[src/rtl/seg_pkg.sv]
`default_nettype none
// ============================================================================
//  Module      : seg_pkg
//  Description : Shared constants, FSM state type and active-low hex-to-
//                seven-segment table for the seven-segment scan path.
//  Revision    : 1.0 - initial release
// ============================================================================
package seg_pkg;

  localparam int         FRAME_W   = 16;
  localparam int         DIGITS    = 8;
  localparam logic [6:0] SEG_BLANK = 7'h7F;
  localparam logic       DP_OFF    = 1'b1;

  typedef enum logic [1:0] {
    IDLE = 2'd0,
    WAIT = 2'd1,
    SEND = 2'd2
  } state_t;

  // Active-low segments, bit order gfedcba, indexed by nibble value.
  // Listed from entry 15 (F) down to entry 0.
  localparam logic [15:0][6:0] SEG_TABLE = {
    7'h0E, 7'h06, 7'h21, 7'h46, 7'h03, 7'h08, 7'h10, 7'h00,
    7'h78, 7'h02, 7'h12, 7'h19, 7'h30, 7'h24, 7'h79, 7'h40
  };

endpackage
`default_nettype wire

[src/rtl/hex_to_seg7.sv]
`default_nettype none
// ============================================================================
//  Module      : hex_to_seg7
//  Description : Combinational nibble to active-low seven-segment pattern
//                (bit order gfedcba).
//  Revision    : 1.0 - initial release
// ============================================================================
module hex_to_seg7
  import seg_pkg::*;
(
  input  logic [3:0] nibble,
  output logic [6:0] seg
);

  assign seg = SEG_TABLE[nibble];

endmodule
`default_nettype wire

[src/rtl/seg_scan_sched.sv]
`default_nettype none
// ============================================================================
//  Module      : seg_scan_sched
//  Description : Eight-digit seven-segment scan scheduler. Snapshots the
//                display value at the start of each pass and emits one
//                {dp, seg, sel} frame per digit over a valid/ready handshake
//                at a programmable refresh rate.
//                Optional build macro LEADING_ZERO_BLANK_EN blanks digits
//                above the most significant non-zero nibble.
//  Revision    : 1.0 - initial release
// ============================================================================
module seg_scan_sched
  import seg_pkg::*;
#(
  parameter int SCAN_DIV = 50_000,
  parameter int FRAME_W  = seg_pkg::FRAME_W
) (
  input  logic               clk,
  input  logic               reset,
  input  logic               en,
  input  logic [31:0]        display_data,
  output logic [FRAME_W-1:0] frame_data,
  output logic               frame_valid,
  input  logic               frame_ready,
  output logic [2:0]         digit_idx,
  output logic               overrun
);

  localparam int                 c_CNT_W    = (SCAN_DIV > 1) ? $clog2(SCAN_DIV) : 1;
  localparam logic [c_CNT_W-1:0] c_TICK_MAX = c_CNT_W'(SCAN_DIV - 1);

  // Registered state
  logic [c_CNT_W-1:0] r_tick_cnt;
  state_t             r_state;
  logic [2:0]         r_digit_idx;
  logic [31:0]        r_shadow;
  logic [15:0]        r_frame;
  logic               r_pending;
  logic               r_overrun;

  // Next-state and frame-build wires
  logic               w_tick;
  state_t             w_state_nxt;
  logic [2:0]         w_digit_nxt;
  logic               w_pending_nxt;
  logic               w_overrun_nxt;
  logic               w_build;
  logic [2:0]         w_build_idx;
  logic               w_load_shadow;
  logic [31:0]        w_src;
  logic [3:0]         w_nibble;
  logic [6:0]         w_seg_raw;
  logic [6:0]         w_seg;
  logic [15:0]        w_frame_built;

  // Free-running refresh divider; held at zero while scanning is disabled
  always_ff @(posedge clk or posedge reset) begin
    if (reset) begin
      r_tick_cnt <= '0;
    end else if (!en || (r_tick_cnt == c_TICK_MAX)) begin
      r_tick_cnt <= '0;
    end else begin
      r_tick_cnt <= r_tick_cnt + c_CNT_W'(1);
    end
  end

  assign w_tick = en && (r_tick_cnt == c_TICK_MAX);

  // A frame for digit 0 starts a new pass, so it reads the live display
  // value that is simultaneously captured into the shadow register.
  assign w_load_shadow = w_build && (w_build_idx == 3'd0);
  assign w_src         = w_load_shadow ? display_data : r_shadow;
  assign w_nibble      = w_src[{w_build_idx, 2'b00} +: 4];

  hex_to_seg7 u_hex_to_seg7 (
    .nibble (w_nibble),
    .seg    (w_seg_raw)
  );

`ifdef LEADING_ZERO_BLANK_EN
  logic [2:0] w_top_digit;

  // Locate the most significant non-zero nibble; digit 0 is always shown
  always_comb begin
    w_top_digit = 3'd0;
    for (int k = 1; k < DIGITS; k++) begin
      if (w_src[4*k +: 4] != 4'h0) begin
        w_top_digit = 3'(k);
      end
    end
  end

  assign w_seg = (w_build_idx > w_top_digit) ? SEG_BLANK : w_seg_raw;
`else
  assign w_seg = w_seg_raw;
`endif

  assign w_frame_built = {DP_OFF, w_seg, ~(8'b1 << w_build_idx)};

  // FSM state register
  always_ff @(posedge clk or posedge reset) begin
    if (reset) begin
      r_state <= IDLE;
    end else begin
      r_state <= w_state_nxt;
    end
  end

  // Next-state, digit sequencing, pending tick and overrun bookkeeping
  always_comb begin
    w_state_nxt   = r_state;
    w_digit_nxt   = r_digit_idx;
    w_pending_nxt = r_pending;
    w_overrun_nxt = r_overrun;
    w_build       = 1'b0;
    w_build_idx   = r_digit_idx;

    case (r_state)
      IDLE: begin
        w_digit_nxt   = 3'd0;
        w_pending_nxt = 1'b0;
        if (en) begin
          w_state_nxt = WAIT;
        end else begin
          w_overrun_nxt = 1'b0;
        end
      end

      WAIT: begin
        if (!en) begin
          w_state_nxt = IDLE;
          w_digit_nxt = 3'd0;
        end else if (w_tick) begin
          w_build     = 1'b1;
          w_state_nxt = SEND;
        end
      end

      SEND: begin
        // A tick while the frame is outstanding is remembered once
        if (w_tick) begin
          w_pending_nxt = 1'b1;
          w_overrun_nxt = 1'b1;
        end
        // valid never drops without a transfer, so en is only honoured here
        if (frame_ready) begin
          w_digit_nxt   = r_digit_idx + 3'd1;
          w_pending_nxt = 1'b0;
          if (!en) begin
            w_state_nxt = IDLE;
            w_digit_nxt = 3'd0;
          end else if (r_pending || w_tick) begin
            w_build     = 1'b1;
            w_build_idx = r_digit_idx + 3'd1;
          end else begin
            w_state_nxt = WAIT;
          end
        end
      end

      default: begin
        w_state_nxt = IDLE;
        w_digit_nxt = 3'd0;
      end
    endcase
  end

  // Datapath registers: digit index, shadow snapshot, frame, flags
  always_ff @(posedge clk or posedge reset) begin
    if (reset) begin
      r_digit_idx <= 3'd0;
      r_shadow    <= 32'd0;
      r_frame     <= 16'hFFFF;
      r_pending   <= 1'b0;
      r_overrun   <= 1'b0;
    end else begin
      r_digit_idx <= w_digit_nxt;
      r_pending   <= w_pending_nxt;
      r_overrun   <= w_overrun_nxt;
      if (w_load_shadow) begin
        r_shadow <= display_data;
      end
      if (w_build) begin
        r_frame <= w_frame_built;
      end
    end
  end

  assign frame_data  = FRAME_W'(r_frame);
  assign frame_valid = (r_state == SEND);
  assign digit_idx   = r_digit_idx;
  assign overrun     = r_overrun;

endmodule
`default_nettype wire

[config.mk]
export PLATFORM = sky130hd
export DESIGN_NAME = seg_scan_sched
export DESIGN_NICKNAME = d
export VERILOG_FILES = /design/src/rtl/seg_pkg.sv /design/src/rtl/hex_to_seg7.sv /design/src/rtl/seg_scan_sched.sv
export SDC_FILE = /design/constraint.sdc
export NUM_CORES = 1
export LEC_CHECK = 0
export ABC_AREA = 1
export CORE_UTILIZATION = 30
export DETAILED_ROUTE_END_ITERATION = 10
export PLACE_DENSITY = 0.58
export SYNTH_ARGS = -nofsm -noshare
export SYNTH_HDL_FRONTEND = slang
export SYNTH_SLANG_ARGS = --single-unit
[constraint.sdc]
create_clock -name clk -period 6.8 [get_ports clk]
set_clock_uncertainty 0.1 [all_clocks]
set_input_delay 1.02 -clock clk [delete_from_list [all_inputs] [get_ports clk]]
set_output_delay 1.02 -clock clk [all_outputs]
set_load 0.01 [all_outputs]
==> results.json, run 1 <==
{
  "rsz0062_at_grt": "false",
  "ioPinCount": 57,
  "synthesis.area_um2": 4040,
  "netlist-cell-type-count": 37,
  "powerDensity_nw_per_um2": 215,
  "netlist_top_cells_count": "sky130_fd_sc_hd__nand2_1 (149), sky130_fd_sc_hd__inv_1 (94), sky130_fd_sc_hd__dfrtp_1 (55)",
  "cpMaxStageDelayCell": "sky130_fd_sc_hd__nor2_2",
  "grt.total_usage_pct": 15.0,
  "place.gp.congestion": 0.866,
  "actual_slew_at_the_worst_max_slew_pin_ps": 972,
  "post-route-period-util_pct": 70.7,
  "core_area_um2": 13200,
  "synth_nets": 589,
  "pin_count_of_the_biggest_net_entering_global_routing": 71,
  "finalSetupTns_ps": 0,
  "worstSetupPathType": "in2reg",
  "ctsHtreeMaxLevel": 3,
  "maxSlewViolCount": 0,
  "clock_sinks": 70,
  "synth_cells": 541,
  "yosysTopAreaCell": "sky130_fd_sc_hd__dfrtp_1",
  "grt_first_pass_wirelength_um": 16600,
  "regToRegSetupSlack_ps": 2540,
  "worstHoldPathType": "reg2reg",
  "clk-insertion-delay-late_ps": 340,
  "relSlewSlack_pct": 34.9,
  "critPathMaxFanout": 20,
  "nFillCells": 1327,
  "dp_hpwl_um": 6710,
  "route.final.wire_length_um": 9640,
  "total_leakage_power_nw": 2.39,
  "postSynth.topFlopCell": "sky130_fd_sc_hd__dfrtp_1",
  "fp-row-count": 42,
  "drive_gt1_share_pct": 10.4,
  "final_core_utilization_pct": 38.1,
  "synth-seq-cells": 70,
  "cp-start-kind": "input port",
  "cts-resized-gates": 0,
  "clock_tree.root_cell": "sky130_fd_sc_hd__clkbuf_16",
  "cp_slowest_stage_delay_ps": 700,
  "drcViolationCount": 0,
  "route.detailed.vias_per_inst": 4.47,
  "timing.critical_path.arrival_ps": 4980,
  "cts.repair_timing.setup_buffer_count": 0,
  "area.growth.synth_to_final_pct": 24.2,
  "cts_hold_buffers": 0,
  "postSynth.asyncResetShare_pct": 100,
  "fin_crit_ps": 4810,
  "numPlacedInstances": 763,
  "clockBufferDepth": 2,
  "run_status": "complete, no violations",
  "numCtsBuffers": 9,
  "die_w_um": 118,
  "drt-pass1-iter-count": 5,
  "cp.buffers_inverters": 4,
  "timing.critical_path.cells": "clkdlybuf4s50_1 > nand2_1 > inv_1 > nand3_4 > nand2_1 > nand2_1 > inv_2 > nand2_2 > nor2_2 > nand2_1 > nand2_1 > nand2_1 > nand2_1 > inv_1 > nand2_1 > nand2_1 > ha_1 > nand3b_1 > nand3_1 > nand3_1 > nand2_1",
  "tritoncts_clock_tree": "yes",
  "final_cells": 779,
  "die-height_um": 118,
  "synth.avg_cell_area_um2": 7.47,
  "synth-edff-count": 0,
  "first_global_vias": 3500,
  "area_of_the_die_um2": 13900,
  "ranking_of_synthesized_cells_by_area": "sky130_fd_sc_hd__dfrtp_1 (34%), sky130_fd_sc_hd__nand2_1 (14%), sky130_fd_sc_hd__dfstp_2 (9.7%), sky130_fd_sc_hd__inv_1 (8.7%), sky130_fd_sc_hd__nand3_1 (6.1%)",
  "max_freq_mhz": 208,
  "final_hold_viol_count": 0,
  "cap_viol_max_count": 0,
  "wp_data_required_ps": 6970,
  "largest_delay_contributor_family_on_the_critical_path": "simple AND/OR/NAND/NOR gates",
  "final_antenna_net_count": 0,
  "port_buffers": 55,
  "antenna_violations_before_repair": 0,
  "netlist.area_leader.share_pct": 34.0,
  "num-nets-final": 646,
  "starting_density_of_the_core_pct": 30.6,
  "timing.critical_path.to_type": "flop",
  "setup_viol": 0,
  "yosys_warnings": 0,
  "route.detailed.wl_per_inst_um": 12.4,
  "synthMostInstantiatedCell": "sky130_fd_sc_hd__nand2_1",
  "vias": 3486,
  "antenna_cells": 0,
  "global_route_overflow": 0,
  "timing.critical_path.mode_cell": "sky130_fd_sc_hd__nand2_1",
  "drt_iter0_markers": 235,
  "seq_total_area_yosys_pct": 43.8,
  "maximum_resistive_drop_on_vdd_v": 0.000102,
  "cts.clk_slew.worst_paths_ps": 60
}
-- flip-flops by register name, indices dropped and copies added, names as in the netlist --
signal,count
digit_idx,3
r_tick_cnt,16
frame_data,15
r_pending,1
overrun,1
r_shadow,32
r_state,2
-- path summary, 6_finish.rpt --
kind,cells after the start,start,end
setup / recovery,21,en,frame_data[11]
hold / removal,1,r_tick_cnt[0],r_tick_cnt[0]
setup reg to reg,22,r_state[0],frame_data[11]
hold reg to reg,1,r_tick_cnt[0],r_tick_cnt[0]
max in group asynchronous,3,reset,digit_idx[2]
min in group asynchronous,3,reset,r_shadow[12]
-- metal layers --
| layer | track usage [%] | share of wire, % |
|---|---|---|
| met5 | 0 | 0 |
| met4 | 4.49 | 1.5 |
| met3 | 3.34 | 4.6 |
| met2 | 24.1 | 46 |
| met1 | 20.2 | 48 |
-- placed cells by master, fill, tap and decap left out, drive strengths merged, types with 5 or more instances in the layout --
master / instances
nand3: 52
inv: 99
ha: 12
dfrtp: 55
nand4: 5
nand2: 162
o21ai: 12
clkdlybuf4s50: 55
nor3: 6
dfstp: 15
nor2: 55
a21oi: 23
clkbuf: 9
and2: 20
-- power breakdown --
part	switching [mW]	internal [mW]	leakage [nW]
clock network	0.188	0.247	0.128
registers	0.00821	0.425	0.787
logic	0.130	0.0804	1.48
-- final cells by class --
cell class              instances  area (µm²)  share of cell area [%]
multi-input cells             362        1830                    36.4
flip-flops and latches         70        1770                    35.3
repair buffers                 56         558                    11.1
inverters                      99         372                    7.40
clock buffers                   9         225                    4.48
well taps                     176         220                    4.38
clock inverters                 7        50.0                   0.997
-- through the flow --
step,hold WS [ps],setup slack [ps],instance area (µm²),power (mW)
3_5_place_dp,364,1660,4750,0.649
6_report,370,1990,5020,1.08
3_3_place_gp,351,1780,4750,0.649
5_1_grt,386,1530,5020,1.14
4_1_cts,374,2010,5020,1.09
2_1_floorplan,333,3510,4040,0.580
-- cells by family after synthesis --
kind of cell | after synthesis | synth area share (%)
AOI/OAI and AO/OA | 43 | 5.88
buffers and inverters | 109 | 11.0
xor gates and xnor gates | 1 | 0.217
and+or+nand+nor | 305 | 35.3
other | 1 | 0.0928
DFF | 70 | 43.8
adders and majority gates | 12 | 3.71
(Power assumes the default switching activity.)
==> run 2, diff against run 1 <==
--- a/config.mk
+++ b/config.mk
@@ -8,7 +8,7 @@
 export ABC_AREA = 1
 export CORE_UTILIZATION = 30
 export DETAILED_ROUTE_END_ITERATION = 10
-export PLACE_DENSITY = 0.58
+export PLACE_DENSITY = 0.6
 export SYNTH_ARGS = -nofsm -noshare
 export SYNTH_HDL_FRONTEND = slang
 export SYNTH_SLANG_ARGS = --single-unit
==> constraint.sdc (replaced) <==
create_clock -name clk -period 4.3 [get_ports clk]
set_clock_uncertainty 0.1 [all_clocks]
set_input_delay 0.645 -clock clk [delete_from_list [all_inputs] [get_ports clk]]
set_output_delay 0.645 -clock clk [all_outputs]
set_load 0.01 [all_outputs]
==> results.json, run 2 (same netlist as run 1, synthesis figures left out) <==
{
  "timing.critical_path.arrival_ps": 3970,
  "route.detailed.vias_per_inst": 4.54,
  "maximum_resistive_drop_on_vdd_v": 0.000170,
  "vias": 3579,
  "max_ffs_per_register": 32,
  "final_cell_mix": "sky130_fd_sc_hd__nand2_1 (149), sky130_fd_sc_hd__inv_1 (93), sky130_fd_sc_hd__dfrtp_1 (55), sky130_fd_sc_hd__clkdlybuf4s50_1 (55), sky130_fd_sc_hd__nand3_1 (49)",
  "cts.repair_timing.setup_buffer_count": 0,
  "clock_sinks": 70,
  "route.detailed.wl_per_inst_um": 13.0,
  "cts.clk_slew.worst_paths_ps": 50,
  "grt_first_pass_wirelength_um": 17700,
  "total_leakage_power_nw": 2.47,
  "cts_hold_buffers": 0,
  "area.growth.synth_to_final_pct": 27.3,
  "final_common_cell": "sky130_fd_sc_hd__nand2_1",
  "finalSetupTns_ps": 0,
  "clk-insertion-delay-late_ps": 340,
  "starting_density_of_the_core_pct": 30.6,
  "fin_crit_ps": 3810,
  "drt-pass1-iter-count": 7,
  "dp_hpwl_um": 7420,
  "die_w_um": 118,
  "wp_data_required_ps": 4470,
  "first_global_vias": 3674,
  "run_status": "complete, no violations",
  "regToRegSetupSlack_ps": 640,
  "fp-row-count": 42,
  "timing.critical_path.to_type": "flop",
  "pre_cts_setup_slack_ps": 124,
  "final_cell_area_um2": 5150,
  "cp-start-kind": "input port",
  "multi_input_comb_area_um2": 1830,
  "cap_viol_max_count": 0,
  "numCtsBuffers": 9,
  "ctsHtreeMaxLevel": 3,
  "place.gp.congestion": 0.932,
  "max_freq_mhz": 263,
  "area_of_the_die_um2": 13900,
  "post-route-period-util_pct": 88.5,
  "worst_hold_slack_ps": 364,
  "final_core_utilization_pct": 39.0,
  "regMostFlops": "r_shadow",
  "final_hold_viol_count": 0,
  "maxSlewViolCount": 0,
  "drt_iter0_markers": 259,
  "post_dp_cell_area_um2": 4820,
  "worstHoldPathType": "reg2reg",
  "actual_slew_at_the_worst_max_slew_pin_ps": 1090,
  "layout.area.seq_um2": 1770,
  "route.final.wire_length_um": 10300,
  "rsz0062_at_grt": "false",
  "grt.total_usage_pct": 16.2,
  "global_route_overflow": 0,
  "worst_slack_ps": 494,
  "clock_tree.root_cell": "sky130_fd_sc_hd__clkbuf_16",
  "die-height_um": 118,
  "final_antenna_net_count": 0,
  "drcViolationCount": 0,
  "pin_count_of_the_biggest_net_entering_global_routing": 52,
  "num-nets-final": 656,
  "setup_viol": 0,
  "relSlewSlack_pct": 27.4,
  "powerDensity_nw_per_um2": 356,
  "worstSetupPathType": "in2reg",
  "tritoncts_clock_tree": "yes",
  "nFillCells": 1302,
  "clockBufferDepth": 2,
  "drive_gt1_share_pct": 11.7,
  "port_buffers": 55,
  "antenna_cells": 0,
  "core_area_um2": 13200,
  "ioPinCount": 57,
  "critPathMaxFanout": 34,
  "cts-resized-gates": 0,
  "antenna_violations_before_repair": 0
}
run 2: cell types whose count changed in the layout (fill, tap and decap cells not counted), sizes merged:
| cell | before | now |
|---|---|---|
| buf | 1 | 11 |
| bufinv | 0 | 2 |
| clkbuf | 9 | 10 |
| clkinvlp | 3 | 1 |
| inv | 99 | 98 |
run 2: per-stage QoR:
step | std cells | power (mW)
2_1_floorplan | 541 | 0.917
4_1_cts | 789 | 1.85
3_3_place_gp | 773 | 1.02
6_report | 789 | 1.83
3_5_place_dp | 773 | 1.03
5_1_grt | 789 | 1.93
run 2: area by class of cell:
cell class / count / area share [%]
Clock inverter: 6 / 1.65
Clock buffer: 10 / 4.64
Tap cell: 176 / 4.28
Sequential cell: 70 / 34.4
Inverter: 99 / 7.22
Multi-Input combinational cell: 362 / 35.5
Timing Repair Buffer: 66 / 12.3
run 2: report_power, final:
part           total, mW  switching (mW)  internal [mW]
Clock              0.811           0.289          0.521
Combinational      0.337           0.207          0.130
Sequential         0.684          0.0127          0.672
Total               1.83           0.509           1.32
run 2: metal layers:
layer | global-route usage (%) | part of all wire (%)
met1 | 20.6 | 46
met2 | 26.3 | 47
met3 | 3.63 | 4.2
met4 | 6.89 | 2.3
met5 | 0 | 0
run 2: worst paths after layout:
path,from,end,cells after the start
max,en,frame_data[11],19
min,frame_data[12],frame_data[12],2
max reg2reg,r_state[0],frame_data[11],20
min reg2reg,frame_data[12],frame_data[12],2
max in group asynchronous,reset,r_tick_cnt[14],3
min in group asynchronous,reset,r_shadow[12],2
run 2: worst max-delay path: stages:
cell and delay, ps:
sky130_fd_sc_hd__clkdlybuf4s50_1 560, sky130_fd_sc_hd__nand2_1 130, sky130_fd_sc_hd__inv_1 280, sky130_fd_sc_hd__nand3_4 130, sky130_fd_sc_hd__nand2_1 90, sky130_fd_sc_hd__nand2_2 100, sky130_fd_sc_hd__nor2_8 210, sky130_fd_sc_hd__nand3_4 360
sky130_fd_sc_hd__o21ai_1 320, sky130_fd_sc_hd__nor2_1 60, sky130_fd_sc_hd__nor2_1 110, sky130_fd_sc_hd__nand2_1 70, sky130_fd_sc_hd__nand2_1 180, sky130_fd_sc_hd__inv_1 120, sky130_fd_sc_hd__ha_1 230, sky130_fd_sc_hd__nand3_1 130
sky130_fd_sc_hd__nand3_1 90, sky130_fd_sc_hd__nand3_1 90, sky130_fd_sc_hd__nand2_1 50
==> run 3, diff against run 2 <==
--- a/config.mk
+++ b/config.mk
@@ -6,6 +6,7 @@
 export NUM_CORES = 1
 export LEC_CHECK = 0
 export ABC_AREA = 1
+export CORE_MARGIN = 2
 export CORE_UTILIZATION = 30
 export DETAILED_ROUTE_END_ITERATION = 10
 export PLACE_DENSITY = 0.6
==> results.json, run 3 (same netlist as run 1, synthesis figures left out) <==
{
  "run_status": "complete, no violations",
  "relSlewSlack_pct": 27.7,
  "fin_crit_ps": 3830,
  "met3_usage_pct": 3.61,
  "route.detailed.vias_per_inst": 4.45,
  "rsz0062_at_grt": "false",
  "final_cell_mix": "sky130_fd_sc_hd__nand2_1 (149), sky130_fd_sc_hd__inv_1 (93), sky130_fd_sc_hd__dfrtp_1 (55), sky130_fd_sc_hd__clkdlybuf4s50_1 (55), sky130_fd_sc_hd__nand3_1 (49)",
  "ioPinCount": 57,
  "clock_sinks": 70,
  "cts_hold_buffers": 0,
  "setup_viol": 0,
  "numCtsBuffers": 9,
  "worstSetupPathType": "in2reg",
  "global_route_overflow": 0,
  "wp_data_required_ps": 4460,
  "actual_slew_at_the_worst_max_slew_pin_ps": 1080,
  "clock_tree.root_cell": "sky130_fd_sc_hd__clkbuf_16",
  "maxSlewViolCount": 0,
  "max_ffs_per_register": 32,
  "first_global_vias": 3670,
  "worstHoldPathType": "reg2reg",
  "antenna_violations_before_repair": 0,
  "cts.repair_timing.setup_buffer_count": 0,
  "grt.met2_usage_pct": 25.1,
  "final_common_cell": "sky130_fd_sc_hd__nand2_1",
  "die_w_um": 120,
  "clk-insertion-delay-late_ps": 330,
  "final_cell_area_um2": 5080,
  "dp_hpwl_um": 7420,
  "vias": 3513,
  "grt.total_usage_pct": 15.4,
  "final_antenna_net_count": 0,
  "post-route-period-util_pct": 89.0,
  "finalSetupTns_ps": 0,
  "top_usage_layer": "met2",
  "cp-start-kind": "input port",
  "place.gp.congestion": 0.915,
  "ctsHtreeMaxLevel": 3,
  "clockBufferDepth": 2,
  "fp-row-count": 42,
  "max_freq_mhz": 261,
  "regMostFlops": "r_shadow",
  "maximum_resistive_drop_on_vdd_v": 0.000211,
  "pin_count_of_the_biggest_net_entering_global_routing": 52,
  "cts-resized-gates": 0,
  "area.growth.synth_to_final_pct": 25.6,
  "num-nets-final": 656,
  "total_leakage_power_nw": 2.45,
  "drt_iter0_markers": 253,
  "drt-pass1-iter-count": 4,
  "port_buffers": 55,
  "starting_density_of_the_core_pct": 30.6,
  "post_dp_cell_area_um2": 4820,
  "critPathMaxFanout": 34,
  "timing.critical_path.arrival_ps": 3980,
  "timing.critical_path.to_type": "flop",
  "grt_first_pass_wirelength_um": 17700,
  "cap_viol_max_count": 0,
  "cts.clk_slew.worst_paths_ps": 50,
  "route.detailed.wl_per_inst_um": 12.8,
  "route.final.wire_length_um": 10100,
  "die-height_um": 120,
  "final_hold_viol_count": 0,
  "area_of_the_die_um2": 14400,
  "core_area_um2": 13200,
  "antenna_cells": 0,
  "powerDensity_nw_per_um2": 329,
  "tritoncts_clock_tree": "yes",
  "grtUsageMet1_pct": 19.9,
  "drcViolationCount": 0,
  "drive_gt1_share_pct": 11.3
}
-- run 3: changes by cell type in the layout (fill, tap and decap cells not counted), sizes merged --
cell / change
clkbuf: +3
clkinvlp: -1
bufinv: -2
-- run 3: area by class of cell --
type	instances	area, µm²
fill	1338	8110
clock buffer	13	240
clock inverter	3	15.0
tap	176	220
sequential	70	1770
inverter	99	372
timing repair buffer	66	633
multi-input combinational	362	1830
-- run 3: worst max-delay path, stage by stage --
cell and delay (ps):
sky130_fd_sc_hd__clkdlybuf4s50_1 560, sky130_fd_sc_hd__nand2_1 120, sky130_fd_sc_hd__inv_1 270, sky130_fd_sc_hd__nand3_4 130, sky130_fd_sc_hd__nand2_1 100, sky130_fd_sc_hd__nand2_2 100
sky130_fd_sc_hd__nor2_8 220, sky130_fd_sc_hd__nand3_4 370, sky130_fd_sc_hd__o21ai_1 320, sky130_fd_sc_hd__nor2_1 60, sky130_fd_sc_hd__nor2_1 140, sky130_fd_sc_hd__nand2_1 70
sky130_fd_sc_hd__nand2_1 170, sky130_fd_sc_hd__inv_1 110, sky130_fd_sc_hd__ha_1 230, sky130_fd_sc_hd__nand3_1 120, sky130_fd_sc_hd__nand3_1 80, sky130_fd_sc_hd__nand3_1 90
sky130_fd_sc_hd__nand2_1 50
-- run 3: through the flow --
stage / total power [mW] / utilization [%] / cells / setup WS [ps] / hold WS (ps)
2_1_floorplan: 0.917 / - / 541 / 1280 / 333
3_3_place_gp: 1.02 / 36.6 / 773 / 205 / 354
3_5_place_dp: 1.03 / 36.6 / 773 / 83.8 / 359
4_1_cts: 1.69 / 38.5 / 789 / 425 / 369
5_1_grt: 1.76 / 38.5 / 789 / 31.5 / 378
6_report: 1.67 / 38.5 / 789 / 474 / 361
-- run 3: final timing paths --
path	start	end	slack (ps)	depth (start not counted)
setup / recovery	en	frame_data[11]	470	19
hold / removal	r_tick_cnt[0]	r_tick_cnt[0]	360	1
setup reg to reg	r_state[0]	frame_data[11]	630	20
hold reg to reg	r_tick_cnt[0]	r_tick_cnt[0]	360	1
max in group asynchronous	reset	r_state[0]	2430	3
min in group asynchronous	reset	r_shadow[1]	800	2
-- run 3: power breakdown --
group	switching, mW	internal, mW
logic	0.201	0.129
clock network	0.266	0.388
registers	0.0135	0.672
total	0.480	1.19
-- run 3: per-layer routing --
metal	share of wire, %	up-vias
met1	47	1645
met5	0	-
met2	46	59
met4	1.9	0
li1	-	1793
met3	4.2	16
